--- src/rtl/timestamp_capture.sv ---
// timestamp_capture: synchronises an asynchronous event, detects the selected
// edge and captures time_value into a first-word-fall-through FIFO.
// Optional feature macro: TIMESTAMP_CAPTURE_PERIOD_EN adds period/period_valid
// reporting the modular delta between consecutive detected edges.
module timestamp_capture #(
   parameter int BITS       = 32,
   parameter int DEPTH_BITS = 2
) (
   input  logic                  clk,
   input  logic                  reset,
   input  logic [BITS-1:0]       time_value,
   input  logic                  event_in,
   input  logic                  edge_sel,
   input  logic                  rd,
   input  logic                  clr_ovf,
   output logic [BITS-1:0]       data,
   output logic                  empty,
   output logic                  full,
   output logic [DEPTH_BITS:0]   count,
   output logic                  overflow
`ifdef TIMESTAMP_CAPTURE_PERIOD_EN
   ,
   output logic [BITS-1:0]       period,
   output logic                  period_valid
`endif
);

   localparam int DEPTH = 1 << DEPTH_BITS;
   localparam logic [DEPTH_BITS:0] DEPTH_CNT = (DEPTH_BITS+1)'(DEPTH);

   logic                    s1_q, s2_q, s3_q;
   logic [DEPTH_BITS-1:0]   wp_q, wp_d, rp_q, rp_d;
   logic [DEPTH_BITS:0]     cnt_q, cnt_d;
   logic                    ovf_q, ovf_d;
   logic [BITS-1:0]         mem_q [DEPTH];

   logic edge_det, is_full, is_empty, do_rd, do_wr, drop;

   // Synchroniser plus edge history; all cleared so no edge survives reset
   always_ff @(posedge clk) begin
      if (reset) begin
         s1_q <= 1'b0;
         s2_q <= 1'b0;
         s3_q <= 1'b0;
      end else begin
         s1_q <= event_in;
         s2_q <= s1_q;
         s3_q <= s2_q;
      end
   end

   // Edge select, FIFO write/read qualification and next-state values
   always_comb begin
      edge_det = edge_sel ? (~s2_q & s3_q) : (s2_q & ~s3_q);
      is_full  = (cnt_q == DEPTH_CNT);
      is_empty = (cnt_q == '0);
      do_rd    = rd & ~is_empty;
      // A write into a full FIFO only proceeds when a pop frees the slot
      do_wr    = edge_det & (~is_full | do_rd);
      drop     = edge_det & is_full & ~do_rd;
      wp_d     = do_wr ? wp_q + DEPTH_BITS'(1) : wp_q;
      rp_d     = do_rd ? rp_q + DEPTH_BITS'(1) : rp_q;
      cnt_d    = cnt_q;
      if (do_wr && !do_rd)      cnt_d = cnt_q + (DEPTH_BITS+1)'(1);
      else if (!do_wr && do_rd) cnt_d = cnt_q - (DEPTH_BITS+1)'(1);
      // Set wins over clear
      ovf_d    = drop ? 1'b1 : (clr_ovf ? 1'b0 : ovf_q);
   end

   // Pointer, count and sticky overflow registers
   always_ff @(posedge clk) begin
      if (reset) begin
         wp_q  <= '0;
         rp_q  <= '0;
         cnt_q <= '0;
         ovf_q <= 1'b0;
      end else begin
         wp_q  <= wp_d;
         rp_q  <= rp_d;
         cnt_q <= cnt_d;
         ovf_q <= ovf_d;
      end
   end

   // Storage array; contents need no reset since data is masked when empty
   always_ff @(posedge clk) begin
      if (do_wr) mem_q[wp_q] <= time_value;
   end

   // Output decode
   always_comb begin
      data     = is_empty ? '0 : mem_q[rp_q];
      empty    = is_empty;
      full     = is_full;
      count    = cnt_q;
      overflow = ovf_q;
   end

`ifdef TIMESTAMP_CAPTURE_PERIOD_EN
   logic [BITS-1:0] last_q, last_d, per_q, per_d;
   logic            seen_q, seen_d, pv_q, pv_d;

   // Period next-state: every detected edge counts, dropped captures included
   always_comb begin
      last_d = last_q;
      per_d  = per_q;
      seen_d = seen_q;
      pv_d   = pv_q;
      if (edge_det) begin
         last_d = time_value;
         seen_d = 1'b1;
         if (seen_q) begin
            per_d = time_value - last_q;
            pv_d  = 1'b1;
         end
      end
   end

   // Period registers
   always_ff @(posedge clk) begin
      if (reset) begin
         last_q <= '0;
         per_q  <= '0;
         seen_q <= 1'b0;
         pv_q   <= 1'b0;
      end else begin
         last_q <= last_d;
         per_q  <= per_d;
         seen_q <= seen_d;
         pv_q   <= pv_d;
      end
   end

   // Period outputs
   always_comb begin
      period       = per_q;
      period_valid = pv_q;
   end
`endif

endmodule

--- config.mk ---
export PLATFORM = sky130hd
export DESIGN_NAME = timestamp_capture
export DESIGN_NICKNAME = d
export VERILOG_FILES = /design/src/rtl/timestamp_capture.sv
export SDC_FILE = /design/constraint.sdc
export NUM_CORES = 1
export LEC_CHECK = 0
export ABC_AREA = 1
export CAP_MARGIN = 5
export CORE_MARGIN = 2
export CORE_UTILIZATION = 54
export CTS_CLUSTER_SIZE = 40
export DETAILED_ROUTE_END_ITERATION = 7
export PLACE_DENSITY_LB_ADDON = 0.3
export SETUP_SLACK_MARGIN = 0.15
export SLEW_MARGIN = 20
export SYNTH_ARGS = -nofsm -noshare
export SYNTH_HDL_FRONTEND = slang
export SYNTH_SLANG_ARGS = --single-unit
--- constraint.sdc ---
create_clock -name clk -period 3.38 [get_ports clk]
set_input_delay 0.845 -clock clk [delete_from_list [all_inputs] [get_ports clk]]
set_output_delay 0.845 -clock clk [all_outputs]
set_load 0.03 [all_outputs]
==> metrics.csv <==
stage,metric,value,unit
detailed_routing,drc,0,
detailed_routing,num_vias,3667,
worst_setup_path,cp-start-kind,flip-flop,
power,power.internal,3932,µW
detailed_routing,avgRoutedWirePerCell,16.12,µm
worst_hold_path,min_path_type,flip-flop to flip-flop,
placed_design,dpl.hpwl,6780,µm
placed_design,dpl_cell_area,6444,µm²
worst_setup_path,cp.required,2.53,ns
synthesis,syn_avg_cell_area,11.95,µm²
cells_and_area,final_core_util,0.6935,
worst_setup_path,crit_type,flip-flop to primary output,
detailed_routing,wirelength,11320,µm
worst_setup_path,crit_slowest_cell,inv_2,
sta,hold_violations,0,
power,comb_power_share,0.349,
cells_and_area,finalInstanceArea,7063,µm²
floorplan,initial_core_util,0.5501,
synthesis,synth_fa_ha_area_frac,0.01474,
synthesis,yosys-mux-area-fraction,0,
synthesis,synth_top_area_frac,0.6860,
worst_setup_path,cp_max_fo,37,
cells_and_area,syn2layout_area_growth,26.06,%
cts,clk_pin_slew,0.06,ns
cts,cts_buffer_depth,2,
synthesis,ys_seq_area_frac,0.7325,
grt,grt_util_all_layers,0.2161,
synthesis,yosys-top-cells-count,"146 x nor2_1, 128 x edfxtp_1, 38 x o21ai_1",
detailed_routing,drt_iter0_markers,291,
grt,grt_pass1_vias,3762,
flow_run,drv_cap,0,
floorplan,pin_count,76,
power,p_leak,0.002585,µW
cells_and_area,multiInputGateArea,1279,µm²
detailed_routing,viasPerCell,5.224,
synthesis,synth_seq_cells,141,
synthesis,ys_top_cells_by_area,"edfxtp_1 69%, nor2_1 9.8%, dfxtp_1 4.6%",
synthesis,synth_async_sr_flop_share,0,
floorplan,core.rowCount,37,
placed_design,pre_cts_ws,0.5655,ns
worst_setup_path,arrival,2.09,ns
cells_and_area,fillers,745,
synthesis,synth_cell_types,17,
cts,h-tree-depth,4,
synthesis,synth_top_family_by_area,simple AND/OR/NAND/NOR gates,
worst_setup_path,critPathBufInv,3,
synthesis,ys.flop_type,edfxtp_1,
sta,worstMarginPinSlew,0.6659,ns
sta,holdWs,0.4108,ns
power,switching_share,0.3491,
power,power_density,855.2,nW/µm²
sta,setup-tns-final,0,ns
power,p_clk_frac,0.319,
sta,finalClockSkew,0.007836,ns
cts,cts.sinks,141,
floorplan,core-area,10180,µm²
cts,clkLatencyLatePin,0.52,ns
worst_setup_path,critPathMaxStageDelay,0.42,ns
grt,grt_remaining_overflow,0,
synthesis,synthSimpleGateAreaFrac,0.1148,
grt,antenna_found_initial,0,
detailed_routing,ant_nets,0,
floorplan,die-area,11210,µm²
floorplan,die_x,105.9,µm
synthesis,synth_warnings,0,
status,status,completed,
worst_setup_path,crit_family,buffers and inverters,
power,vdd_ir_drop_max,0.7562,mV
synthesis,synth_nets,513,
sta,setup_viol,0,
cells_and_area,regArea,4105,µm²
synthesis,yosysMostFrequentCell,nor2_1,
cts,cts_buffers,17,
placed_design,portBuffers,75,
synthesis,synth_xor_area_frac,0.003126,
power,power_frac_seq,0.333,
detailed_routing,first_pass_iters,4,
synthesis,synthCells,469,
cells_and_area,n_antenna_cell,0,
sta,fin_ws,0.4464,ns
synthesis,synth-edff-count,128,
placed_design,gp_congestion,0.7878,
cells_and_area,drive_above_1_share,0.1431,
worst_setup_path,critPathCaptureType,primary output,
sta,fin_crit_sh,0.8679,
grt,grt_max_degree,65,
cts,root_buffer,clkbuf_8,
sta,relSlewSlack,0.5554,
synthesis,synth-compound-area-share,0.09022,
sta,grt_setup_unrepaired,false,
worst_setup_path,crit_chain,"inv_2, buf_4, o21ai_1, a21oi_1, buf_4",
sta,fin_crit,2.934,ns
worst_setup_path,crit_top_cell,buf_4,
synthesis,synth_top_cell_by_area,edfxtp_1,
floorplan,die_h,105.9,µm
cts,cts_tree,built,
synthesis,syn-cell-area,5603,µm²
cells_and_area,layout.nets,598,
sta,fmax,0.3409,GHz
sta,slew_violations,0,
power,switching_power,2109,µW
grt,grt_pass1_wl,18190,µm
## state kept, by name (all words and copies together) (netlist names), named ones only
register  count
count         3
mem_q       128
overflow      1
rp_q          2
s1_q          1
s2_q          1
s3_q          1
wp_q          2
## metal layers
layer	vias up	routed length, µm	global-route usage
met2	106	5771	0.3535
met5	-	0	0
met4	0	197	0.07801
met3	13	550	0.07236
met1	1762	4795	0.2701
li1	1786	-	-
## path summary, 6_finish.rpt
check,cells after the start,end,start,slack [ns]
hold reg to reg,2,s2_q$_SDFF_PP0_,s1_q$_SDFF_PP0_,0.41
hold / removal,2,s2_q$_SDFF_PP0_,s1_q$_SDFF_PP0_,0.41
setup reg to reg,12,count[2]$_SDFFE_PP0P_,count[0]$_SDFFE_PP0P_,1.40
setup / recovery,5,data[18],flip-flop,0.45
## cells by family after synthesis
kind of cell	Yosys count
XOR/XNOR	2
AO/OA/AOI/OAI	101
adder cells (fa/ha/maj)	6
AND/OR/NAND/NOR	169
buffers and inverters	50
flip-flops	141
## power by group through the flow
stage	logic [µW]	clock network, µW	registers [µW]
after detailed placement	2100	0	2040
after floorplan	1360	0	2070
final	2110	1920	2010
after global placement	2080	0	2040
after global routing	2270	2020	2020
after CTS	2120	1950	2010
## repair_timing
| item | CTS | global route |
|---|---|---|
| setup endpoints to repair | 0 | 3 |
| buffers inserted | 0 | 0 |
| resized for setup | 0 | 1 |
| hold buffers | 0 | 0 |
## worst reg2reg max path, cell delays in order (launching register included)
cell and delay [ns]:
dfxtp_1 0.42, nor2_1 0.10, nand3_1 0.15, nand3_1 0.12, inv_1 0.08, ha_1 0.13
inv_1 0.07, fa_1 0.39, a21oi_1 0.14, o21ai_0 0.12, nand2_1 0.07, nand2_1 0.05
nor2_1 0.09
## layout make-up
type	count	area share
repair buffers	89	0.1121
clock inverters	13	0.02799
inverters	27	0.01435
multi-input cells	278	0.1810
well taps	136	0.02409
flip-flops and latches	141	0.5812
clock buffers	18	0.05917
## stage by stage
step / total power [µW] / cells
6_report: 6041 / 702
4_1_cts: 6075 / 702
3_5_place_dp: 4147 / 671
2_1_floorplan: 3429 / 469
5_1_grt: 6307 / 702
3_3_place_gp: 4120 / 671
## layout by cell type, fill, tap and decap left out, drive strengths merged
cell,Yosys,final
dfxtp,13,13
nor2,146,146
clkbuf,8,18
edfxtp,128,128
nand2,18,18
fa,1,1
nand3,3,3
buf,15,46
ha,5,5
inv,27,27
clkdlybuf4s50,0,43
nand4,2,2
a21oi,35,35
clkinvlp,0,4
clkinv,0,4
bufinv,0,5
o21ai,66,66
xor2,2,2
Power figures use the tool's default switching activity.
